`src/rtl/uart_tx_scheduler.sv`:
```
// Periodic and on-demand transmit request generator: N_CH channels with programmable
// periods and manual triggers, round-robin arbitrated onto one UART send/ready handshake.
module uart_tx_scheduler #(
    parameter int N_CH   = 4,
    parameter int CNT_W  = 24,
    parameter int ACK_TO = 255
) (
    input  logic                                clk,
    input  logic                                rst_n,
    input  logic                                enable,
    input  logic [N_CH*CNT_W-1:0]               period,
    input  logic [N_CH-1:0]                     trig,
    input  logic                                tx_ready,
    output logic                                tx_send,
    output logic [((N_CH>1)?$clog2(N_CH):1)-1:0] tx_chan,
    output logic [N_CH-1:0]                     overrun,
    output logic                                ack_err,
    input  logic                                clear
);

    localparam int CH_W = (N_CH > 1) ? $clog2(N_CH) : 1;
    localparam int TO_W = (ACK_TO > 1) ? $clog2(ACK_TO + 1) : 1;

    typedef enum logic [1:0] {IDLE, SEND, ACK, DRAIN} state_t;

    state_t             state_q, state_d;
    logic [CNT_W-1:0]   cnt_q [N_CH];
    logic [CNT_W-1:0]   cnt_d [N_CH];
    logic [N_CH-1:0]    tick, evt, grant;
    logic [N_CH-1:0]    pending_q, pending_d;
    logic [N_CH-1:0]    overrun_q, overrun_d;
    logic [CH_W-1:0]    rr_q, rr_d;
    logic [CH_W-1:0]    tx_chan_q, tx_chan_d;
    logic [CH_W-1:0]    pick;
    logic               found;
    logic               tx_send_q, tx_send_d;
    logic               ack_err_q, ack_err_d;
    logic               ack_to_hit;
    logic [TO_W-1:0]    timer_q, timer_d;

    // The >= compare makes a period lowered below the running count fire immediately.
    always_comb begin
        for (int i = 0; i < N_CH; i++) begin
            tick[i]  = 1'b0;
            cnt_d[i] = cnt_q[i];
            if (period[i*CNT_W +: CNT_W] == '0) begin
                cnt_d[i] = '0;
            end else if (enable) begin
                if (cnt_q[i] >= period[i*CNT_W +: CNT_W]) begin
                    cnt_d[i] = '0;
                    tick[i]  = 1'b1;
                end else begin
                    cnt_d[i] = cnt_q[i] + 1'b1;
                end
            end
        end
        evt = tick | trig;
    end

    // Round-robin scan starting just after the last granted channel.
    always_comb begin
        logic [CH_W:0] idx;
        pick  = '0;
        found = 1'b0;
        idx   = '0;
        for (int off = 1; off <= N_CH; off++) begin
            idx = {1'b0, rr_q} + (CH_W+1)'(off);
            if (idx >= (CH_W+1)'(N_CH)) begin
                idx = idx - (CH_W+1)'(N_CH);
            end
            if (!found && pending_q[idx[CH_W-1:0]]) begin
                found = 1'b1;
                pick  = idx[CH_W-1:0];
            end
        end
    end

    always_comb begin
        state_d    = state_q;
        tx_send_d  = 1'b0;
        tx_chan_d  = tx_chan_q;
        rr_d       = rr_q;
        grant      = '0;
        timer_d    = timer_q;
        ack_to_hit = 1'b0;
        case (state_q)
            IDLE: begin
                if (tx_ready && found) begin
                    tx_send_d   = 1'b1;
                    tx_chan_d   = pick;
                    rr_d        = pick;
                    grant[pick] = 1'b1;
                    state_d     = SEND;
                end
            end
            SEND: begin
                timer_d = '0;
                state_d = ACK;
            end
            ACK: begin
                if (!tx_ready) begin
                    state_d = DRAIN;
                end else if (timer_q == TO_W'(ACK_TO - 1)) begin
                    ack_to_hit = 1'b1;
                    state_d    = IDLE;
                end else begin
                    timer_d = timer_q + 1'b1;
                end
            end
            DRAIN: begin
                if (tx_ready) begin
                    state_d = IDLE;
                end
            end
            default: state_d = IDLE;
        endcase
    end

    // An event landing on the granted channel re-arms it instead of counting as lost.
    always_comb begin
        pending_d = evt | (pending_q & ~grant);
        overrun_d = (clear ? '0 : overrun_q) | (evt & pending_q & ~grant);
        ack_err_d = (clear ? 1'b0 : ack_err_q) | ack_to_hit;
    end

    always_ff @(posedge clk or negedge rst_n) begin
        if (!rst_n) begin
            for (int i = 0; i < N_CH; i++) begin
                cnt_q[i] <= '0;
            end
            state_q   <= IDLE;
            pending_q <= '0;
            overrun_q <= '0;
            rr_q      <= CH_W'(N_CH - 1);
            tx_chan_q <= '0;
            tx_send_q <= 1'b0;
            ack_err_q <= 1'b0;
            timer_q   <= '0;
        end else begin
            for (int i = 0; i < N_CH; i++) begin
                cnt_q[i] <= cnt_d[i];
            end
            state_q   <= state_d;
            pending_q <= pending_d;
            overrun_q <= overrun_d;
            rr_q      <= rr_d;
            tx_chan_q <= tx_chan_d;
            tx_send_q <= tx_send_d;
            ack_err_q <= ack_err_d;
            timer_q   <= timer_d;
        end
    end

    assign tx_send = tx_send_q;
    assign tx_chan = tx_chan_q;
    assign overrun = overrun_q;
    assign ack_err = ack_err_q;

endmodule

```
`config.mk`:
```
export PLATFORM = sky130hd
export DESIGN_NAME = uart_tx_scheduler
export DESIGN_NICKNAME = d
export VERILOG_FILES = /design/src/rtl/uart_tx_scheduler.sv
export SDC_FILE = /design/constraint.sdc
export NUM_CORES = 1
export LEC_CHECK = 0
export ABC_AREA = 1
export ABC_CLOCK_PERIOD_IN_PS = 1970
export BUFFER_PORTS_ARGS = -buffer_cell sky130_fd_sc_hd__clkbuf_2
export CORE_ASPECT_RATIO = 0.8
export CORE_MARGIN = 1.5
export CORE_UTILIZATION = 55
export CTS_BUF_LIST = sky130_fd_sc_hd__clkbuf_4 sky130_fd_sc_hd__clkbuf_8 sky130_fd_sc_hd__clkbuf_16
export CTS_CLUSTER_SIZE = 30
export DETAILED_ROUTE_END_ITERATION = 6
export GPL_ROUTABILITY_DRIVEN = 0
export PLACE_DENSITY_LB_ADDON = 0.08
export SYNTH_ARGS = -nofsm -noshare
export SYNTH_HDL_FRONTEND = slang
export SYNTH_SLANG_ARGS = --single-unit
```
`constraint.sdc`:
```
create_clock -name clk -period 1.97 [get_ports clk]
set_clock_uncertainty 0.05 [all_clocks]
set_input_delay 0.2955 -clock clk [delete_from_list [all_inputs] [get_ports clk]]
set_output_delay 0.2955 -clock clk [all_outputs]
set_load 0.05 [all_outputs]
```
# After elaboration in Yosys (flattened, before gate mapping)
# Cells that the tools add are included.
# W data, S select, Z words.
dict set report word_totals {
  register_bits 120
  out_inout_bits 8
}
dict set report op_classes {
  bitwise_logic 8
  addsub 13
  n_eq_ne 9
  order_cmp 14
  n_mux 63
  reduce_logical 21
}
# operator n
set ops {}
lappend ops {{$mux W24} 12}
lappend ops {{$add A24 B1 Y24 const B} 4}
lappend ops {{$ge A24 B24 Y1} 4}
lappend ops {{$logic_not A24 Y1} 4}
lappend ops {{$mux W1} 27}
lappend ops {{$mux W2} 12}
lappend ops {{$mux W8} 2}
lappend ops {{$pmux W8 S2} 1}
lappend ops {{$lt A2 B3 Y1 const B} 5}
lappend ops {{$and A4 B4 Y4} 3}
lappend ops {{$ge A3 B3 Y1 const B} 4}
lappend ops {{$mux W4} 3}
lappend ops {{$or A4 B4 Y4} 3}
lappend ops {{$reduce_bool A2 Y1} 5}
lappend ops {{$add A8 B1 Y8 const B} 1}
lappend ops {{$bmux W1 S2} 4}
lappend ops {{$eq A8 B8 Y1 const B} 1}
lappend ops {{$ne A2 B2 Y1 const B} 4}
lappend ops {{$pmux W2 S4} 1}
lappend ops {{$sub A2 B1 Y2 const B} 4}
lappend ops {{$add A2 B2 Y3 const B} 2}
lappend ops {{$reduce_and A3 Y1} 2}
lappend ops {{$logic_and A1 B1 Y1} 5}
lappend ops {{$eq A2 B2 Y1 const B} 2}
lappend ops {{11 further kinds} 13}

# Longest topological paths before layout
# Gate-level depths: netlist of run 1.
dict set report depth {
  depth_word 24
  depth_mapped 15
  ltp_nobuf 15
}

# Worst setup path before layout of run 1
# No wires, ideal clock.
dict set report synth_timing {
  path_kind {reg-to-reg}
  start {reg cnt_q[39] in the netlist's numbering}
  end {reg cnt_q[36] in the netlist's numbering}
  required_ns 1.785
  arrival_time_ns 1.655
  stages_incl_launch_ff 11
  slack_ns 0.130
  cell_sequence {dfrtp_1 -> ha_1 -> nand2_1 -> nor2_1 -> nand2_1 -> nor2_1 -> nand2_1 -> nand4_2 -> nand2b_1 -> clkbuf_1 -> a21oi_1}
}
dict set report synth_via {
  elab_chain_cells 4
}
# element line_no
set synth_lines {}
lappend synth_lines {{from (decl)} 27} ;# logic [CNT_W-1:0] cnt_q [N_CH];
lappend synth_lines {{from (signal, indexed assignment)} 141} ;# cnt_q[i] <= cnt_d[i];
lappend synth_lines {{$ge A24 B24 Y1} 49} ;# if (cnt_q[i] >= period[i*CNT_W +: CNT_W]) begin
lappend synth_lines {{$mux W24} 49}
lappend synth_lines {{$mux W24} 48} ;# end else if (enable) begin
lappend synth_lines {{$mux W24} 46} ;# if (period[i*CNT_W +: CNT_W] == '0) begin
# No other way between the ends. The select of a mux whose other input is x is not followed.
# A chain may end at the register's enable or synchronous reset.

# Final worst setup path of run 1
dict set report layout_timing {
  start {reg cnt_q[18] in the netlist's numbering}
  end {reg cnt_q[20] in the netlist's numbering}
}
dict set report layout_via {
  elab_chain_cells 4
}
# element line_no
set layout_lines {}
lappend layout_lines {{$add A24 B1 Y24 or $ge A24 B24 Y1 (tied branches)} {53, 49}}
lappend layout_lines {{$mux W24 *} 49}
lappend layout_lines {{$mux W24 *} 48}
lappend layout_lines {{$mux W24 *} 46}
# Every way passes the cells marked *; elsewhere a longest branch is shown, timed or not. The select of a mux whose other input is x is not followed.

==> run_results.csv, run 1 <==
group,metric,value,unit
sta,finalSetupTns,-0.03170,ns
run_status,outcome,"finished, violations left",
layout,layout_common_cells,"359 x nand2_1, 230 x inv_1, 137 x nor2_1, 117 x dfrtp_1, 111 x clkbuf_2",
global_routing,met2_usage,47.88,%
route,drc,0,
setup_path,cp_top_family,"simple AND/OR/NAND/NOR gates",
sta,rsz0062_at_grt,"true",
placed_design,place_ws,-0.09131,ns
setup_path,cp_num_buf_inv,1,
die,start_util,56.90,%
sta,fin_ws,-0.01711,ns
global_routing,gr-total-overflow,0,
logic_synthesis,synth.avg_cell_area,6.849,um^2
run_status,violations,"negative setup slack",
route,drt-initial-drc-count,803,
global_routing,grtUsageMet3,4.276,%
pwr,ir_worst_vdd,0.8180,mV
global_routing,antenna_found_initial,0,
sta,drv_slew,0,
global_routing,grt_busiest_layer,"met2",
setup_path,ff2ff_path_depth,11,
layout,layout_commonest_cell,"nand2_1",
hold_path,hold_depth,2,
die,core-area,17540,um^2
cts,path_clk_slew,0.06,ns
setup_path,worstPathArrival,2.24,ns
cts,root_buffer,"clkbuf_16",
placed_design,port_buffers,112,
sta,period_needed,1.987,ns
sta,fmax,0.5032,GHz
layout,syn2layout_area_growth,31.49,%
pwr,finalPower,11810,uW
logic_synthesis,synthCells,1457,
sta,maxSlewHeadroom,57.71,%
logic_synthesis,synth.yosys.seq_area_share,30.12,%
setup_path,crit_path_start_kind,"register",
sta,fin_crit_sh,100.9,%
pwr,power_density,900.1,nW/um^2
global_routing,track_usage,28.15,%
logic_synthesis,synth_edf_count,0,
cts,cts.sinks,120,
cts,htreeDepth,4,
route,num_vias,10140,
die,row_count,43,
setup_path,critPathRequiredTime,2.22,ns
setup_path,path_max_fanout,9,
cts,clk_path_buf_depth,2,
setup_path,path_class,"register to register",
global_routing,grt_start_max_net_pins,40,
hold_path,hold_class,"input pin to register",
pwr,leakage,0.006922,uW
layout,layout.nets,1905,
flow_run,maxCapViolations,0,
route,drtPass1Iterations,6,
setup_path,worst_path_largest_cell_delay,0.42,ns
layout,drive_gt1_share,26.18,%
setup_path,slowest_stage,"dfrtp_1",
route,antenna_left,0,
logic_synthesis,async_flop_share,100.0,%
setup_path,crit_chain,"ha_1 -> nand2_2 -> nor2_1 -> nand4_1 -> nor2_1 -> nand2_1 -> nand4_1 -> nor2_1 -> buf_4 -> nand3_1 -> o21ai_1",
logic_synthesis,ys_ff_latch,120,
sta,tightest_slew,0.6295,ns
setup_path,r2r_start,"cnt_q[18]$_DFFE_PN0P_",
die,die_y,123.5,um
setup_path,crit_top_cell,"nor2_1",
cts,clock_latency,0.43,ns
placed_design,dpl_cell_area,11580,um^2
die,io_pins,113,
logic_synthesis,syn-num-nets,1664,
global_routing,grtUsageMet1,37.93,%
setup_path,regToRegEndpoint,"cnt_q[20]$_DFFE_PN0P_",
logic_synthesis,synth.distinct_cells,44,
setup_path,ff2ff_setup_slack,-0.02,ns
sta,finalSetupViolations,5,
hold_path,hold_end,"state_q[1]$_DFFE_PN0P_",
sta,hold_viol_final,0,
layout,antenna_cells,0,
cts,cts_tree,"built",
layout,final_area,13120,um^2
global_routing,grt_pass1_vias,9388,
hold_path,hp-start,"tx_ready",
logic_synthesis,yosysWarnings,0,
route,drt-total-wl,27020,um
die,die_area,18970,um^2
global_routing,grt_pass1_wl,42800,um
route,wl_per_cell,13.96,um
logic_synthesis,syn_area,9980,um^2
route,vias_per_cell,5.237,
cts,numCtsBuffers,17,
die,fp.dieW,153.6,um
setup_path,cp-end-kind,"register",
logic_synthesis,synth-main-ff-cell,"dfrtp_1",
placed_design,hpwl,19730,um
layout,nFillCells,1434,
-- power breakdown --
group	leakage, uW	total (uW)	switching [uW]	internal (uW)
sequential	0.00158	3520	513	3000
clock	0.000299	3390	1230	2160
combinational	0.00504	4910	2910	2000
total	0.00692	11800	4650	7160
-- per-stage QoR --
stage	utilization [%]	hold slack [ns]	std cells
floorplan	-	-0.05009	1457
global placement	66.05	0.2413	1882
detailed placement	66.05	0.2388	1882
CTS	69.82	0.03023	1916
global route	74.82	0.03347	1936
finish	74.82	0.04129	1936
-- cells in the mapped netlist, drive strengths merged (10+ instances only) --
master / count / area, um^2
a21oi: 53 / 269.0
buf: 13 / 67.57
dfrtp: 118 / 2953
ha: 102 / 1276
inv: 244 / 918.4
nand2: 409 / 1613
nand3: 108 / 580.6
nand3b: 10 / 78.82
nand4: 52 / 337.8
nor2: 173 / 716.9
nor3: 45 / 250.2
o21ai: 51 / 259.0
xor2: 37 / 324.1
-- worst max path at each step --
stage	start	to	slack, ns	depth (start not counted)
6_report	cnt_q[18]$_DFFE_PN0P_	cnt_q[20]$_DFFE_PN0P_	-0.02	11
3_5_place_dp	period[19]	overrun[0]$_DFF_PN0_	-0.09	12
3_3_place_gp	period[23]	overrun[0]$_DFF_PN0_	-0.01	12
5_1_grt	cnt_q[41]$_DFFE_PN0P_	cnt_q[46]$_DFFE_PN0P_	-0.15	9
4_1_cts	cnt_q[23]$_DFFE_PN0P_	cnt_q[14]$_DFFE_PN0P_	0.01	9
2_1_floorplan	cnt_q[39]$_DFFE_PN0P_	cnt_q[36]$_DFFE_PN0P_	0.13	10
-- sequential cells by signal, indices dropped and copies added, names as in the netlist --
name and cells:
overrun 4, rr_q 2, tx_chan 2, state_q 2, cnt_q 96, pending_q 4, tx_send 1, timer_q 8
ack_err 1
-- what timing repair did --
| item | 4_1_cts | 5_1_grt |
|---|---|---|
| hold endpoints to repair | 29 | 0 |
| pin swaps | 1 | 33 |
| endpoints found under the setup margin | 20 | 104 |
| hold buffers | 1 | 0 |
| cloned | 0 | 2 |
| setup buffers | 1 | 18 |
| resized for setup | 2 | 161 |
-- cells by family after synthesis --
family,count (synthesis),synth area share (%)
AO/OA/AOI/OAI,127,6.971
XOR/XNOR,39,3.423
adder cells (fa/ha/maj),102,12.79
buffers and inverters,259,9.955
flip-flops,120,30.12
AND/OR/NAND/NOR,810,36.75
-- per-layer routing --
metal	vias up	routed length [um]
li1	5183	-
met1	4658	12530
met2	263	12650
met3	34	1410
met4	0	422
met5	-	0
-- final cells by class --
class,count,area (um^2),area share [%]
multi-input combinational,1078,6664,50.78
sequential,120,3007,22.91
timing repair buffer,237,1612,12.28
inverter,244,920.9,7.018
clock buffer,18,439.2,3.347
tap,225,281.5,2.145
clock inverter,14,198.9,1.516
(Power assumes the default switching activity.)
==> run 2: changes to the inputs <==
--- a/config.mk
+++ b/config.mk
@@ -6,7 +6,6 @@
 export NUM_CORES = 1
 export LEC_CHECK = 0
 export ABC_AREA = 1
-export ABC_CLOCK_PERIOD_IN_PS = 1970
 export BUFFER_PORTS_ARGS = -buffer_cell sky130_fd_sc_hd__clkbuf_2
 export CORE_ASPECT_RATIO = 0.8
 export CORE_MARGIN = 1.5
==> constraint.sdc (replaced) <==
create_clock -name clk -period 1.97 [get_ports clk]
set_clock_uncertainty 0.05 [all_clocks]
set_input_delay 0.394 -clock clk [delete_from_list [all_inputs] [get_ports clk]]
set_output_delay 0.394 -clock clk [all_outputs]
set_load 0.05 [all_outputs]
==> run_results.csv, run 2 (synthesis gave the netlist of run 1 again) <==
group,metric,value,unit
run_status,outcome,"finished, violations left",
run_status,violations,"negative setup slack",
die,die_y,123.5,um
global_routing,antenna_found_initial,0,
route,wl_met1,12920,um
die,fp.dieW,153.6,um
layout,final_area,13720,um^2
setup_path,critPathRequiredTime,2.26,ns
route,dr_wl_met3,1406,um
route,drc,0,
route,drtPass1Iterations,5,
layout,reg_top3,"cnt_q: 96 flops, timer_q: 8 flops",
sta,tightest_slew,0.5015,ns
setup_path,path_max_fanout,4,
layout,layout_common_cells,"358 x nand2_1, 230 x inv_1, 144 x buf_4, 121 x nor2_1, 115 x dfrtp_1",
global_routing,grt_start_max_net_pins,65,
cts,clock_latency,0.43,ns
cts,root_buffer,"clkbuf_16",
placed_design,dpl_cell_area,11760,um^2
layout,layout_commonest_cell,"nand2_1",
setup_path,worstPathArrival,2.35,ns
pwr,power_density,872.9,nW/um^2
global_routing,gr-total-overflow,0,
placed_design,dpl.cell_count,1903,
setup_path,ff2ff_path_depth,12,
placed_design,place_ws,-0.1631,ns
route,top_layer_used,"met4",
hold_path,hold_depth,2,
setup_path,cp-end-kind,"register",
pwr,leakage,0.007150,uW
sta,whs,0.1392,ns
route,wl_met2,12780,um
sta,fmax,0.4846,GHz
cts,path_clk_slew,0.06,ns
setup_path,path_class,"register to register",
layout,nFillCells,1305,
sta,finalSetupTns,-1.715,ns
sta,hold_viol_final,0,
sta,rsz0062_at_grt,"true",
layout,largest_reg_flops,96,
placed_design,port_buffers,112,
sta,drv_slew,0,
cts,cts.sinks,120,
sta,fin_crit_sh,104.7,%
route,num_vias,10330,
die,start_util,56.90,%
layout,syn2layout_area_growth,37.47,%
route,antenna_left,0,
route,vias_per_cell,5.226,
global_routing,track_usage,27.62,%
flow_run,maxCapViolations,0,
layout,antenna_cells,0,
die,die_area,18970,um^2
sta,finalSetupViolations,39,
layout,largest_register,"cnt_q",
setup_path,crit_path_start_kind,"register",
cts,htreeDepth,4,
global_routing,grt_pass1_vias,9233,
layout,layout.nets,1945,
hold_path,hold_class,"input pin to register",
global_routing,grt_pass1_wl,42200,um
sta,period_needed,2.063,ns
die,core-area,17540,um^2
cts,clk_path_buf_depth,2,
layout,stdcell_count,1976,
route,wl_per_cell,13.93,um
die,io_pins,113,
route,drt-initial-drc-count,858,
layout,drive_gt1_share,29.87,%
cts,cts_tree,"built",
pwr,ir_worst_vdd,0.7890,mV
route,drt-total-wl,27520,um
sta,fin_ws,-0.09340,ns
die,row_count,43,
cts,numCtsBuffers,17,
sta,maxSlewHeadroom,66.26,%
placed_design,hpwl,19550,um
[run 2: changes by cell type in the layout (fill, tap and decap cells not counted), sizes merged]
cell | before | now
clkbuf | 129 | 130
clkinvlp | 4 | 5
clkinv | 5 | 6
bufinv | 4 | 3
buf | 125 | 163
[run 2: final timing paths]
check                                 startpoint                     end  slack [ns]
min reg2reg                 overrun[2]$_DFF_PN0_    overrun[2]$_DFF_PN0_        0.43
min                                     tx_ready  state_q[1]$_DFFE_PN0P_        0.14
max in group asynchronous                  rst_n     rr_q[0]$_DFFE_PN1P_        1.04
max reg2reg                cnt_q[22]$_DFFE_PN0P_   cnt_q[10]$_DFFE_PN0P_       -0.09
min in group asynchronous                  rst_n    cnt_q[4]$_DFFE_PN0P_        0.45
max                        cnt_q[22]$_DFFE_PN0P_   cnt_q[10]$_DFFE_PN0P_       -0.09
[run 2: layer usage]
metal / GRT usage (%) / vias up
met5: 0 / -
met2: 46.18 / 287
met4: 5.704 / 0
met3: 4.837 / 40
li1: - / 5267
met1: 37.85 / 4732
[run 2: area by class of cell]
cell class              count  area, um^2  share of cell area, %
multi-input cells        1078        6940                  50.59
clock inverters            15       177.7                  1.295
flip-flops and latches    120        3009                  21.93
inverters                 244       918.4                  6.694
clock buffers              17       425.4                  3.101
repair buffers            277        1967                  14.34
well taps                 225       281.5                  2.052
[run 2: power breakdown]
group          internal [uW]  switching (uW)
registers               3000             515
logic                   2190            3050
clock network           1990            1230
[run 2: metrics by stage]
| step | power, uW | util (%) |
|---|---|---|
| finish | 11980 | 78.22 |
| global route | 12800 | 78.22 |
| CTS | 11070 | 70.67 |
| detailed placement | 7810 | 67.02 |
| global placement | 7678 | 67.02 |
| floorplan | 6360 | - |
[run 2: repair_timing]
action                                  CTS  global route
pin swaps                                 4            65
hold buffers                              1             0
gates resized for setup                   8           215
cloned                                    0             4
endpoints found under the hold margin   118             0
buffers inserted                          1            35
endpoints found under the setup margin   33            99
[run 2: critical path, cell delays in order (launching register included)]
cell	delay, ns
dfrtp_1	0.42
ha_1	0.32
nand2_2	0.08
inv_2	0.04
nand4_1	0.17
inv_1	0.08
nand2_1	0.07
nand4_1	0.13
buf_4	0.19
nor2_4	0.15
buf_6	0.14
nand3_1	0.06
o21ai_1	0.09
==> run 3: changes to the inputs <==
--- a/config.mk
+++ b/config.mk
@@ -9,7 +9,7 @@
 export BUFFER_PORTS_ARGS = -buffer_cell sky130_fd_sc_hd__clkbuf_2
 export CORE_ASPECT_RATIO = 0.8
 export CORE_MARGIN = 1.5
-export CORE_UTILIZATION = 55
+export CORE_UTILIZATION = 65
 export CTS_BUF_LIST = sky130_fd_sc_hd__clkbuf_4 sky130_fd_sc_hd__clkbuf_8 sky130_fd_sc_hd__clkbuf_16
 export CTS_CLUSTER_SIZE = 30
 export DETAILED_ROUTE_END_ITERATION = 6
==> constraint.sdc (replaced) <==
create_clock -name clk -period 2.5 [get_ports clk]
set_clock_uncertainty 0.05 [all_clocks]
set_input_delay 0.5 -clock clk [delete_from_list [all_inputs] [get_ports clk]]
set_output_delay 0.5 -clock clk [all_outputs]
set_load 0.05 [all_outputs]
==> run_results.csv, run 3 (synthesis gave the netlist of run 1 again) <==
group,metric,value,unit
setup_path,slowest_stage,"dfrtp_1",
layout,largest_register,"cnt_q",
setup_path,critPathRequiredTime,2.77,ns
route,drt-initial-drc-count,710,
die,die_y,113.8,um
die,fp.dieW,141.5,um
layout,layout_commonest_cell,"nand2_1",
cts,clk_path_buf_depth,2,
setup_path,worst_path_largest_cell_delay,0.44,ns
cts,clock_latency,0.41,ns
global_routing,grtUsageMet3,5.248,%
cts,ctsResizeCount,0,
global_routing,track_usage,32.42,%
placed_design,port_buffers,112,
die,start_util,66.47,%
global_routing,grt_busiest_layer,"met2",
layout,drive_gt1_share,14.28,%
sta,period_needed,2.132,ns
setup_path,path_class,"register to register",
placed_design,hpwl,18950,um
global_routing,gr-total-overflow,0,
route,num_vias,9881,
global_routing,grt_pass1_wl,42220,um
cts,root_buffer,"clkbuf_16",
cts,numCtsBuffers,17,
sta,tightest_slew,0.4662,ns
pwr,power_density,738.2,nW/um^2
layout,syn2layout_area_growth,15.55,%
layout,reg_top3,"cnt_q: 96 flops, timer_q: 8 flops",
route,wl_per_cell,13.83,um
sta,fmax,0.4690,GHz
sta,rsz0062_at_grt,"false",
route,drtPass1Iterations,5,
cts,ctsHoldBuffers,0,
sta,drv_slew,0,
route,vias_per_cell,5.511,
sta,fin_crit_sh,85.29,%
die,die_area,16110,um^2
global_routing,grt_pass1_vias,9351,
global_routing,grt_start_max_net_pins,62,
sta,hold_viol_final,0,
cts,cts_tree,"built",
sta,maxSlewHeadroom,68.84,%
layout,layout.nets,1798,
layout,antenna_cells,0,
global_routing,met2_usage,53.63,%
cts,path_clk_slew,0.06,ns
die,row_count,40,
setup_path,path_max_fanout,10,
setup_path,cp-end-kind,"register",
route,antenna_left,0,
flow_run,maxCapViolations,0,
sta,finalSetupTns,0,ns
route,drc,0,
sta,finalSetupViolations,0,
die,io_pins,113,
hold_path,hold_class,"input pin to async pin",
setup_path,crit_chain,"ha_1 -> a21o_1 -> nor2_1 -> nand2_1 -> nand2_1 -> nand4_1 -> nor2_2 -> nand3_1 -> o21ai_0",
die,core-area,15010,um^2
cts,cts.sinks,120,
setup_path,crit_path_start_kind,"register",
pwr,leakage,0.006351,uW
layout,largest_reg_flops,96,
layout,fin_util,76.80,%
global_routing,antenna_found_initial,0,
cts,postCtsSetupBuffers,0,
layout,layout_common_cells,"390 x nand2_1, 233 x inv_1, 161 x nor2_1, 118 x dfrtp_1, 111 x clkbuf_2",
route,drt-total-wl,24790,um
cts,htreeDepth,4,
setup_path,crit_top_cell,"nand2_1",
run_status,outcome,"finished clean",
setup_path,worstPathArrival,2.40,ns
pwr,ir_worst_vdd,0.6468,mV
global_routing,grtUsageMet1,44.19,%
layout,nFillCells,1153,
run 3: cell count changes in the layout (fill, tap and decap cells not counted), sizes merged:
cell         before  now
buf             163   19
clkbuf          130  135
clkinv            6    2
clkinvlp          5    2
bufinv            3    4
dlygate4sd3       1    0
inv             245  244
run 3: layout make-up:
cell class	count	area [um^2]	share of cell area, %
inverter	244	918.4	7.964
timing repair buffer	130	748.2	6.489
sequential	120	3005	26.06
clock inverter	8	145.1	1.259
clock buffer	24	496.7	4.308
multi-input combinational	1078	5981	51.87
tap	189	236.5	2.051
run 3: where the power goes:
group | switching, uW | leakage [uW] | total, uW | internal, uW
clock | 860 | 0.000314 | 2650 | 1790
sequential | 570 | 0.00158 | 2930 | 2360
combinational | 1860 | 0.00446 | 2930 | 1070
total | 3290 | 0.00635 | 8510 | 5220
run 3: stage by stage:
stage	cells	total power, uW	cell area (um^2)	worst slack (ns)	hold WS (ns)
floorplan	1457	5012	9980	0.5319	0.1544
global placement	1761	5693	10890	0.2905	0.4166
detailed placement	1761	5825	10890	0.1963	0.4188
CTS	1793	8519	11530	0.3774	0.05397
global route	1793	9101	11530	0.1970	0.05164
finish	1793	8512	11530	0.3676	0.03059
run 3: critical path: cells and delay by family, from the launching register on:
family                     cells  cell delay [ns]
AOI/OAI and AO/OA              2             0.29
adders and majority gates      1             0.31
DFF                            1             0.44
and+or+nand+nor                6             0.95
run 3: worst paths after layout:
kind | startpoint | end | slack, ns | depth (start not counted)
worst max-delay path | cnt_q[63]$_DFFE_PN0P_ | cnt_q[58]$_DFFE_PN0P_ | 0.37 | 9
worst min-delay path | rst_n | cnt_q[1]$_DFFE_PN0P_ | 0.03 | 2
worst max register to register | cnt_q[63]$_DFFE_PN0P_ | cnt_q[58]$_DFFE_PN0P_ | 0.37 | 9
worst min register to register | overrun[1]$_DFF_PN0_ | overrun[1]$_DFF_PN0_ | 0.43 | 2
max in group asynchronous | rst_n | rr_q[1]$_DFFE_PN1P_ | 2.03 | 2
min in group clk | tx_ready | state_q[1]$_DFFE_PN0P_ | 0.25 | 2
run 3: metal layers:
layer / part of all wire, % / wire (um)
met5: 0 / 0
met4: 1.7 / 431
met3: 6.1 / 1505
met2: 46 / 11340
met1: 46 / 11510
